$ cat src/rtl/fft_peak_detect.sv
// -----------------------------------------------------------------------------
// fft_peak_detect
//
// Streaming spectral peak detector for the output of fft_1024_s. Each input
// beat carries one FFT bin; the block squares and sums its components to get
// the bin power, tracks the strongest eligible bin of the frame and reports it
// with a one-cycle strobe when the frame closes. Frames whose length is not
// exactly N bins are reported with an error strobe and their result is dropped.
//
// Ports:
//   clk      in   1        sole clock, rising edge
//   rst      in   1        asynchronous active-high reset
//   di_en    in   1        input beat valid (FFT do_en)
//   di_last  in   1        final beat of a frame, qualified by di_en
//   din      in   2*DW     {imag, real}, two's complement
//   pk_en    out  1        strobe: new result on pk_bin / pk_pow
//   pk_bin   out  N_LOG2   bin index of the frame maximum
//   pk_pow   out  2*DW     unsigned peak power re^2 + im^2
//   frm_err  out  1        strobe: malformed frame, result discarded
//
// Pipeline (edge T samples the input beat):
//   T   : input registers (data + tags)
//   T+1 : squares
//   T+2 : sum
//   T+3 : running maximum update
//   T+4 : output registers / strobes
// -----------------------------------------------------------------------------
module fft_peak_detect #(
    parameter int N_LOG2  = 10,
    parameter int DW      = 16,
    parameter int SKIP_DC = 1,
    parameter int HALF    = 1
) (
    input  logic              clk,
    input  logic              rst,
    input  logic              di_en,
    input  logic              di_last,
    input  logic [2*DW-1:0]   din,
    output logic              pk_en,
    output logic [N_LOG2-1:0] pk_bin,
    output logic [2*DW-1:0]   pk_pow,
    output logic              frm_err
);

    localparam logic [N_LOG2-1:0] LAST_BIN = {N_LOG2{1'b1}};
    localparam logic [N_LOG2-1:0] ZERO_BIN = {N_LOG2{1'b0}};
    localparam logic [N_LOG2-1:0] ONE_BIN  = {{(N_LOG2-1){1'b0}}, 1'b1};

    // Square of a signed component; the result is never negative and at most
    // 2^(2DW-2), so it is returned as an unsigned 2*DW value.
    function automatic logic [2*DW-1:0] square(input logic signed [DW-1:0] x);
        logic signed [2*DW-1:0] xe;
        xe = {{DW{x[DW-1]}}, x};
        return xe * xe;
    endfunction

    // ---------------------------------------------------------------- input
    logic [N_LOG2-1:0] bcnt_r;
    logic [N_LOG2-1:0] bcnt_nxt_s;
    logic              at_last_s;
    logic              elig_s;
    logic              end_ok_s;
    logic              end_err_s;

    // Bin counter advance, eligibility and frame-boundary classification.
    always_comb begin
        bcnt_nxt_s = bcnt_r;
        at_last_s  = (bcnt_r == LAST_BIN);
        elig_s     = 1'b1;
        end_ok_s   = 1'b0;
        end_err_s  = 1'b0;
        if ((SKIP_DC != 0) && (bcnt_r == ZERO_BIN)) begin
            elig_s = 1'b0;
        end else if ((HALF != 0) && bcnt_r[N_LOG2-1]) begin
            elig_s = 1'b0;
        end else begin
            elig_s = 1'b1;
        end
        if (di_en) begin
            if (di_last || at_last_s) begin
                bcnt_nxt_s = ZERO_BIN;
            end else begin
                bcnt_nxt_s = bcnt_r + ONE_BIN;
            end
            // Good frame: last marker exactly on bin N-1. Short frame: marker
            // early. Long frame: bin N-1 passes without a marker.
            end_ok_s  = di_last & at_last_s;
            end_err_s = di_last ^ at_last_s;
        end else begin
            bcnt_nxt_s = bcnt_r;
        end
    end

    // Bin counter register.
    always_ff @(posedge clk or posedge rst) begin
        if (rst) begin
            bcnt_r <= ZERO_BIN;
        end else begin
            bcnt_r <= bcnt_nxt_s;
        end
    end

    // ---------------------------------------------------------------- S1
    logic                    s1_v_r;
    logic                    s1_elig_r;
    logic                    s1_ok_r;
    logic                    s1_err_r;
    logic [N_LOG2-1:0]       s1_bin_r;
    logic signed [DW-1:0]    s1_re_r;
    logic signed [DW-1:0]    s1_im_r;

    // S1: capture the beat and its tags; idle cycles carry all-zero tags.
    always_ff @(posedge clk or posedge rst) begin
        if (rst) begin
            s1_v_r    <= 1'b0;
            s1_elig_r <= 1'b0;
            s1_ok_r   <= 1'b0;
            s1_err_r  <= 1'b0;
            s1_bin_r  <= ZERO_BIN;
            s1_re_r   <= {DW{1'b0}};
            s1_im_r   <= {DW{1'b0}};
        end else begin
            s1_v_r    <= di_en;
            s1_elig_r <= di_en & elig_s;
            s1_ok_r   <= end_ok_s;
            s1_err_r  <= end_err_s;
            if (di_en) begin
                s1_bin_r <= bcnt_r;
                s1_re_r  <= din[DW-1:0];
                s1_im_r  <= din[2*DW-1:DW];
            end else begin
                s1_bin_r <= s1_bin_r;
                s1_re_r  <= s1_re_r;
                s1_im_r  <= s1_im_r;
            end
        end
    end

    // ---------------------------------------------------------------- S2
    logic                    s2_v_r;
    logic                    s2_elig_r;
    logic                    s2_ok_r;
    logic                    s2_err_r;
    logic [N_LOG2-1:0]       s2_bin_r;
    logic [2*DW-1:0]         s2_re2_r;
    logic [2*DW-1:0]         s2_im2_r;

    // S2: square both components.
    always_ff @(posedge clk or posedge rst) begin
        if (rst) begin
            s2_v_r    <= 1'b0;
            s2_elig_r <= 1'b0;
            s2_ok_r   <= 1'b0;
            s2_err_r  <= 1'b0;
            s2_bin_r  <= ZERO_BIN;
            s2_re2_r  <= {(2*DW){1'b0}};
            s2_im2_r  <= {(2*DW){1'b0}};
        end else begin
            s2_v_r    <= s1_v_r;
            s2_elig_r <= s1_elig_r;
            s2_ok_r   <= s1_ok_r;
            s2_err_r  <= s1_err_r;
            if (s1_v_r) begin
                s2_bin_r <= s1_bin_r;
                s2_re2_r <= square(s1_re_r);
                s2_im2_r <= square(s1_im_r);
            end else begin
                s2_bin_r <= s2_bin_r;
                s2_re2_r <= s2_re2_r;
                s2_im2_r <= s2_im2_r;
            end
        end
    end

    // ---------------------------------------------------------------- S3
    logic                    s3_elig_r;
    logic                    s3_ok_r;
    logic                    s3_err_r;
    logic [N_LOG2-1:0]       s3_bin_r;
    logic [2*DW-1:0]         s3_pow_r;

    // S3: power sum. Each square is <= 2^(2DW-2), so the sum fits in 2*DW bits.
    always_ff @(posedge clk or posedge rst) begin
        if (rst) begin
            s3_elig_r <= 1'b0;
            s3_ok_r   <= 1'b0;
            s3_err_r  <= 1'b0;
            s3_bin_r  <= ZERO_BIN;
            s3_pow_r  <= {(2*DW){1'b0}};
        end else begin
            s3_elig_r <= s2_elig_r;
            s3_ok_r   <= s2_ok_r;
            s3_err_r  <= s2_err_r;
            if (s2_v_r) begin
                s3_bin_r <= s2_bin_r;
                s3_pow_r <= s2_re2_r + s2_im2_r;
            end else begin
                s3_bin_r <= s3_bin_r;
                s3_pow_r <= s3_pow_r;
            end
        end
    end

    // ---------------------------------------------------------------- S4
    logic                    seen_r;
    logic                    s4_ok_r;
    logic                    s4_err_r;
    logic [N_LOG2-1:0]       max_bin_r;
    logic [2*DW-1:0]         max_pow_r;
    logic                    take_s;

    // Load on the first eligible bin of a frame, then only on a strictly
    // larger power so that ties keep the lowest bin.
    always_comb begin
        take_s = 1'b0;
        if (s3_elig_r && (!seen_r || (s3_pow_r > max_pow_r))) begin
            take_s = 1'b1;
        end else begin
            take_s = 1'b0;
        end
    end

    // S4: running maximum. A frame boundary clears seen_r so the next frame
    // reloads from scratch while max_*_r still hold this frame's winner for
    // the output stage one cycle later.
    always_ff @(posedge clk or posedge rst) begin
        if (rst) begin
            seen_r    <= 1'b0;
            s4_ok_r   <= 1'b0;
            s4_err_r  <= 1'b0;
            max_bin_r <= ZERO_BIN;
            max_pow_r <= {(2*DW){1'b0}};
        end else begin
            s4_ok_r  <= s3_ok_r;
            s4_err_r <= s3_err_r;
            if (s3_ok_r || s3_err_r) begin
                seen_r <= 1'b0;
            end else if (s3_elig_r) begin
                seen_r <= 1'b1;
            end else begin
                seen_r <= seen_r;
            end
            if (take_s) begin
                max_bin_r <= s3_bin_r;
                max_pow_r <= s3_pow_r;
            end else begin
                max_bin_r <= max_bin_r;
                max_pow_r <= max_pow_r;
            end
        end
    end

    // Output registers: commit on a good frame, hold otherwise.
    always_ff @(posedge clk or posedge rst) begin
        if (rst) begin
            pk_en   <= 1'b0;
            frm_err <= 1'b0;
            pk_bin  <= ZERO_BIN;
            pk_pow  <= {(2*DW){1'b0}};
        end else begin
            pk_en   <= s4_ok_r;
            frm_err <= s4_err_r;
            if (s4_ok_r) begin
                pk_bin <= max_bin_r;
                pk_pow <= max_pow_r;
            end else begin
                pk_bin <= pk_bin;
                pk_pow <= pk_pow;
            end
        end
    end

endmodule

$ cat config.mk
export PLATFORM = sky130hd
export DESIGN_NAME = fft_peak_detect
export DESIGN_NICKNAME = d
export VERILOG_FILES = /design/src/rtl/fft_peak_detect.sv
export SDC_FILE = /design/constraint.sdc
export NUM_CORES = 2
export LEC_CHECK = 0
export BUFFER_PORTS_ARGS = -buffer_cell sky130_fd_sc_hd__buf_2
export CORE_MARGIN = 10
export CORE_UTILIZATION = 29
export CTS_BUF_LIST = sky130_fd_sc_hd__clkbuf_16
export CTS_CLUSTER_DIAMETER = 80
export DETAILED_ROUTE_END_ITERATION = 10
export RECOVER_POWER = 100
export SLEW_MARGIN = 10
export SYNTH_ARGS = -nofsm -noshare
export SYNTH_HDL_FRONTEND = slang
export SYNTH_SLANG_ARGS = --single-unit
$ cat constraint.sdc
create_clock -name clk -period 11.7 [get_ports clk]
set_clock_uncertainty 0.15 [all_clocks]
set_input_delay 0 -clock clk [delete_from_list [all_inputs] [get_ports clk]]
set_output_delay 0 -clock clk [all_outputs]
set_load 0.01 [all_outputs]
Word-level counts from Yosys, hierarchy flattened
Cells that the tools add are included.
{ "op_classes": {"n_addsub": 2, "mul": 2, "order_cmp": 1, "eq_ne": 1, "muxes": 8, "bitwise_logic": 3, "n_reduce_logical": 7} }
{ "op_table": {"columns": ["operator", "n"], "rows": [
  ["multiplier 16 x 16 -> 32 bit", 2],
  ["adder 32 bit", 1],
  ["greater-than comparator 32 bit", 1],
  ["adder 10 x 1 -> 10 bit (second input constant)", 1],
  ["== test 10 bit (second input constant)", 1],
  ["zero test 10 bit", 1],
  ["two-way mux 10 bit", 1],
  ["two-way mux 1 bit", 7],
  ["logical OR 1 bit", 3],
  ["AND 1 bit", 2],
  ["nonzero test 2 bit", 1],
  ["logical AND 1 bit", 1],
  ["zero test 1 bit", 1],
  ["XOR 1 bit", 1]
]} }
{ "totals": {"reg_bits": 268, "input_bits": 36, "output_inout_bits": 44, "wordCells": 53} }

Depth between registers and ports, before layout
{ "logic_depth": {"word_depth": 4, "ltp_mapped": 26, "mapped_depth_nobuf": 25} }

Worst setup path before layout
OpenSTA, ideal clock, no wires.
{ "synth_path": {"path_kind": "reg-to-reg", "startpoint": "register s1_im_r[6]", "endpoint": "register s2_im2_r[30]", "setup_time_ns": 0.125, "t_arrival_ns": 6.390, "required_ns": 11.425, "path_slack_ns": 5.036, "path_stages_with_launch": 24, "n_path_buf": 2, "period_less_slack_ns": 6.664, "cell_sequence": "dfrtp_1 -> clkbuf_1 -> clkbuf_1 -> nand2_1 -> fa_1 -> fa_1 -> fa_1 -> inv_1 -> fa_1 -> fa_1 -> inv_1 -> fa_1 -> inv_1 -> ha_1 -> a21oi_1 -> o211ai_1 -> or3_1 -> a2111oi_2 -> o21ai_1 -> a31oi_1 -> o2bb2ai_1 -> o21ai_1 -> xnor2_1 -> mux2_2"} }
{ "synth_via": {"elab_chain_len": 1} }
{ "synth_lines": {"columns": ["element", "line", "text"], "rows": [
  ["start, declared", "110", "logic signed [DW-1:0] s1_im_r;"],
  ["start signal, assigned", "121", "s1_im_r <= {DW{1'b0}};"],
  ["start signal, assigned", "130", "s1_im_r <= din[2*DW-1:DW];"],
  ["start signal, assigned", "134", "s1_im_r <= s1_im_r;"],
  ["multiplier 16 x 16 -> 32 bit", "54", "return xe * xe;"],
  ["end signal, assigned", "157", "s2_im2_r <= {(2*DW){1'b0}};"],
  ["end signal, assigned", "166", "s2_im2_r <= square(s1_im_r);"],
  ["end signal, assigned", "170", "s2_im2_r <= s2_im2_r;"],
  ["end, declared", "146", "logic [2*DW-1:0] s2_im2_r;"]
]} }
Every way passes these cells.
A chain may end at the register's enable or synchronous reset.

Final worst setup path
{ "layout_path": {"startpoint": "register s1_im_r[4]", "endpoint": "register s2_im2_r[30]"} }
The elaborated chain is that of the path after synthesis.

==> impl_metrics.json <==
{
  "h-tree-depth": 1,
  "initial_core_util_pct": 29.3,
  "cts_root_buf": "clkbuf_16",
  "vias_per_cell": 4.43,
  "core_mm2": 0.100,
  "synth_seq_cells": 266,
  "yosysWarnings": 0,
  "synth_top_area_share_pct": 31.9,
  "crit_chain": "and2_0 -> fa_1 -> inv_1 -> fa_1 -> fa_1 -> inv_1 -> fa_1 -> fa_1 -> inv_1 -> fa_1 -> inv_1 -> ha_1 -> a21oi_1 -> o211ai_1 -> or3_1 -> a2111oi_0 -> o21ai_0 -> a31oi_1 -> o2bb2ai_1 -> o21ai_0 -> xnor2_1 -> mux2_2",
  "avgSynthCellArea_um2": 10.3,
  "hpwl_mm": 50.2,
  "finalHoldViolCount": 0,
  "area_delta_synth_final_pct": 10.5,
  "port_buffers": 79,
  "gr-usage-all-layers_pct": 11.1,
  "crit_family": "adder cells",
  "holdPathStages": 4,
  "finalSetupTns_ps": 0,
  "drive_gt1_share_pct": 9.92,
  "ff_latch_area_mm2": 0.00666,
  "hp-class": "in2reg",
  "multiInputGateArea_mm2": 0.0198,
  "fill_cells": 10400,
  "worst_slew_pin_slew_ps": 6240,
  "crit_path_max_fanout": 22,
  "synth_area_mm2": 0.0294,
  "tritoncts": "built",
  "drtIter0Drc": 913,
  "path_buf_inv": 4,
  "fp.dieW_um": 339,
  "wirelength_mm": 62.5,
  "worstHoldEndpoint": "s1_im_r[8]$_DFFE_PP0P_",
  "synth_nets": 3602,
  "setup_viol": 0,
  "cpPeakStageDelay_ps": 930,
  "synth_area_leaders": "fa_1 32%, dfrtp_1 23%, ha_1 10%",
  "wire_per_inst_um": 14.5,
  "fmax_mhz": 128,
  "reg2reg_setup_slack_ps": 3860,
  "crit_path_end_kind": "flop",
  "grt-ovfl-total": 0,
  "drtAntennaViolNets": 0,
  "crit_start": "s1_im_r[4]$_DFFE_PP0P_",
  "drv_slew": 535,
  "fin_crit_ps": 7840,
  "synthCells": 2853,
  "crit_arrival_ps": 8160,
  "relSlewSlack_pct": -318,
  "synthArstFlopShare_pct": 100,
  "synth_cell_types": 66,
  "worst_r2r_path_depth": 22,
  "die_h_um": 339,
  "io_pins": 80,
  "r2r-end": "s2_im2_r[30]$_DFFE_PP0P_",
  "final.period_utilization_pct": 67.0,
  "synth_sequential_area_ratio_pct": 22.6,
  "grt_pass1_wl_mm": 106,
  "status": "complete, but fails checks",
  "grt_pass1_vias": 20800,
  "fin_nets": 3679,
  "cts_buffers": 31,
  "vias": 19100,
  "cap_violations": 9,
  "startpoint_type": "flop",
  "r2r_start": "s1_im_r[4]$_DFFE_PP0P_",
  "die-area_mm2": 0.115,
  "hold_start": "din[24]",
  "critPathRequiredTime_ps": 12030,
  "critPathMostFrequentCell": "fa_1",
  "cp_slowest_cell": "dfrtp_1",
  "synth_ff_type": "dfrtp_1",
  "clock_latency_ps": 600,
  "grt_max_degree": 137,
  "dr.pass1.iters": 5,
  "gp_congestion": 0.820,
  "violations": "max-capacitance violations, max-slew violations",
  "cts.clk_slew.worst_paths_ps": 60,
  "clock_sinks": 266,
  "route.detailed.drc": 0,
  "path_class": "reg2reg",
  "clockBufferDepth": 3,
  "synth-edff-count": 0,
  "rows": 116,
  "synth_top_area_cell": "fa_1",
  "rsz0062_at_grt": "no",
  "antenna_found_initial": 3
}
[how the worst max path moves through the flow]
stage | to | slack (ps) | cells after the start
after floorplan | bcnt_r[0]$_DFFE_PP0P_ | 4220 | 1
final | s2_im2_r[30]$_DFFE_PP0P_ | 3860 | 22
after detailed placement | s2_re2_r[29]$_DFFE_PP0P_ | 4310 | 23
after global placement | s2_re2_r[29]$_DFFE_PP0P_ | 4430 | 23
after global routing | pk_pow[16]$_DFFE_PP0P_ | 2900 | 4
after CTS | s2_re2_r[29]$_DFFE_PP0P_ | 4290 | 23
[synthesized netlist by cell type, drive strengths merged, types with 13 or more instances]
library cell  instances
o21bai               14
xor2                 20
and2                 72
xnor2                87
o21ai                64
nand3                24
ha                  244
inv                 703
dfrtp               266
nor3                 13
fa                  469
nand2               199
clkbuf               79
a31o                 17
o21a                 15
nor2                100
mux2                194
a21oi                81
a211oi               16
a21o                 47
nor2b                17
nand2b               17
[worst register-to-register path: cells and delay by family, from the launching register on]
family / cells / cell delay (ps)
compound gates: 7 / 2190
simple gates: 2 / 660
buf+inv: 4 / 220
fa+ha+maj: 7 / 3140
xor+xnor: 1 / 140
mux: 1 / 260
flops: 1 / 930
[layout by cell type (no fill, tap or decap), types with 4 or more instances in the layout]
master	synthesis	layout
buf_4	0	4
dlygate4sd3_1	0	37
nand2_1	199	199
xor2_1	20	20
inv_6	0	5
nand4_1	8	8
fa_1	469	469
a21oi_1	80	81
a211oi_1	15	16
nor3_1	13	13
buf_2	0	34
mux2_1	6	7
nor2_1	100	100
xnor2_1	87	87
o22ai_1	8	8
o21a_1	15	15
a31oi_1	5	6
nand3_1	24	24
o31ai_1	7	7
mux2_2	187	187
a21o_1	47	47
and2_1	72	70
or3_1	4	4
o21bai_1	14	14
clkinv_1	3	11
o21ai_1	9	4
nor2b_1	17	17
a31o_2	16	16
ha_1	244	244
clkbuf_16	0	31
clkbuf_1	79	51
o21ai_0	54	60
nand2b_1	17	17
inv_1	703	707
or2_2	5	5
and3_1	8	8
a41oi_1	3	4
dfrtp_1	266	266
[per-stage QoR]
step           hold slack (ps)  setup slack, ps  instances  instance area [um^2]  util [%]
4_1_cts                   5.28             4290       4311                 32700      32.5
2_1_floorplan             -119             4220       2853                 29400         -
3_3_place_gp              67.0             4430       4217                 31300      31.2
3_5_place_dp              76.6             4310       4217                 31300      31.2
5_1_grt                   32.1             2900       4312                 32500      32.4
6_report                  21.9             3860       4312                 32500      32.4
[kinds of logic after synthesis]
group	after synthesis	synth area share, %
fa+ha+maj	713	42.3
mux	196	7.50
compound gates	306	6.92
buf+inv	788	10.0
simple gates	477	7.48
xor+xnor	107	3.18
flops	266	22.6
[final cells by class]
cell class,instances,share of cell area (%)
inverter,706,8.15
sequential,266,20.5
antenna,1,0.00769
multi-input combinational,1799,60.8
timing repair buffer,126,2.34
clock buffer,31,2.38
tap,1357,5.22
clock inverter,26,0.635
[per-layer routing]
| metal | global-route usage, % | vias up | routed length (um) | share of wire, % |
|---|---|---|---|---|
| li1 | - | 8970 | - | - |
| met4 | 1.79 | 2 | 868 | 1.4 |
| met5 | 0 | - | 13 | 0.021 |
| met1 | 14.7 | 9816 | 28300 | 45 |
| met3 | 1.11 | 56 | 1850 | 3.0 |
| met2 | 19.6 | 245 | 31500 | 50 |
[registers in the layout, summed over array words and instances, names as in the netlist, 10 cells and up]
register   flops
bcnt_r        10
max_bin_r     10
max_pow_r     32
pk_bin        10
pk_pow        32
s1_bin_r      10
s1_im_r       16
s1_re_r       16
s2_bin_r      10
s2_im2_r      31
s2_re2_r      31
s3_bin_r      10
s3_pow_r      32
[what timing repair did]
action | 4_1_cts | 5_1_grt
hold endpoints to repair | 189 | 0
setup endpoints to repair | 0 | 0
resized for setup | 0 | 0
hold buffers | 37 | 0
buffers inserted | 0 | 0
Power is left out: the tool's default activity adds up to more than one toggle a clock period on the data nets, which glitch-free logic cannot reach.
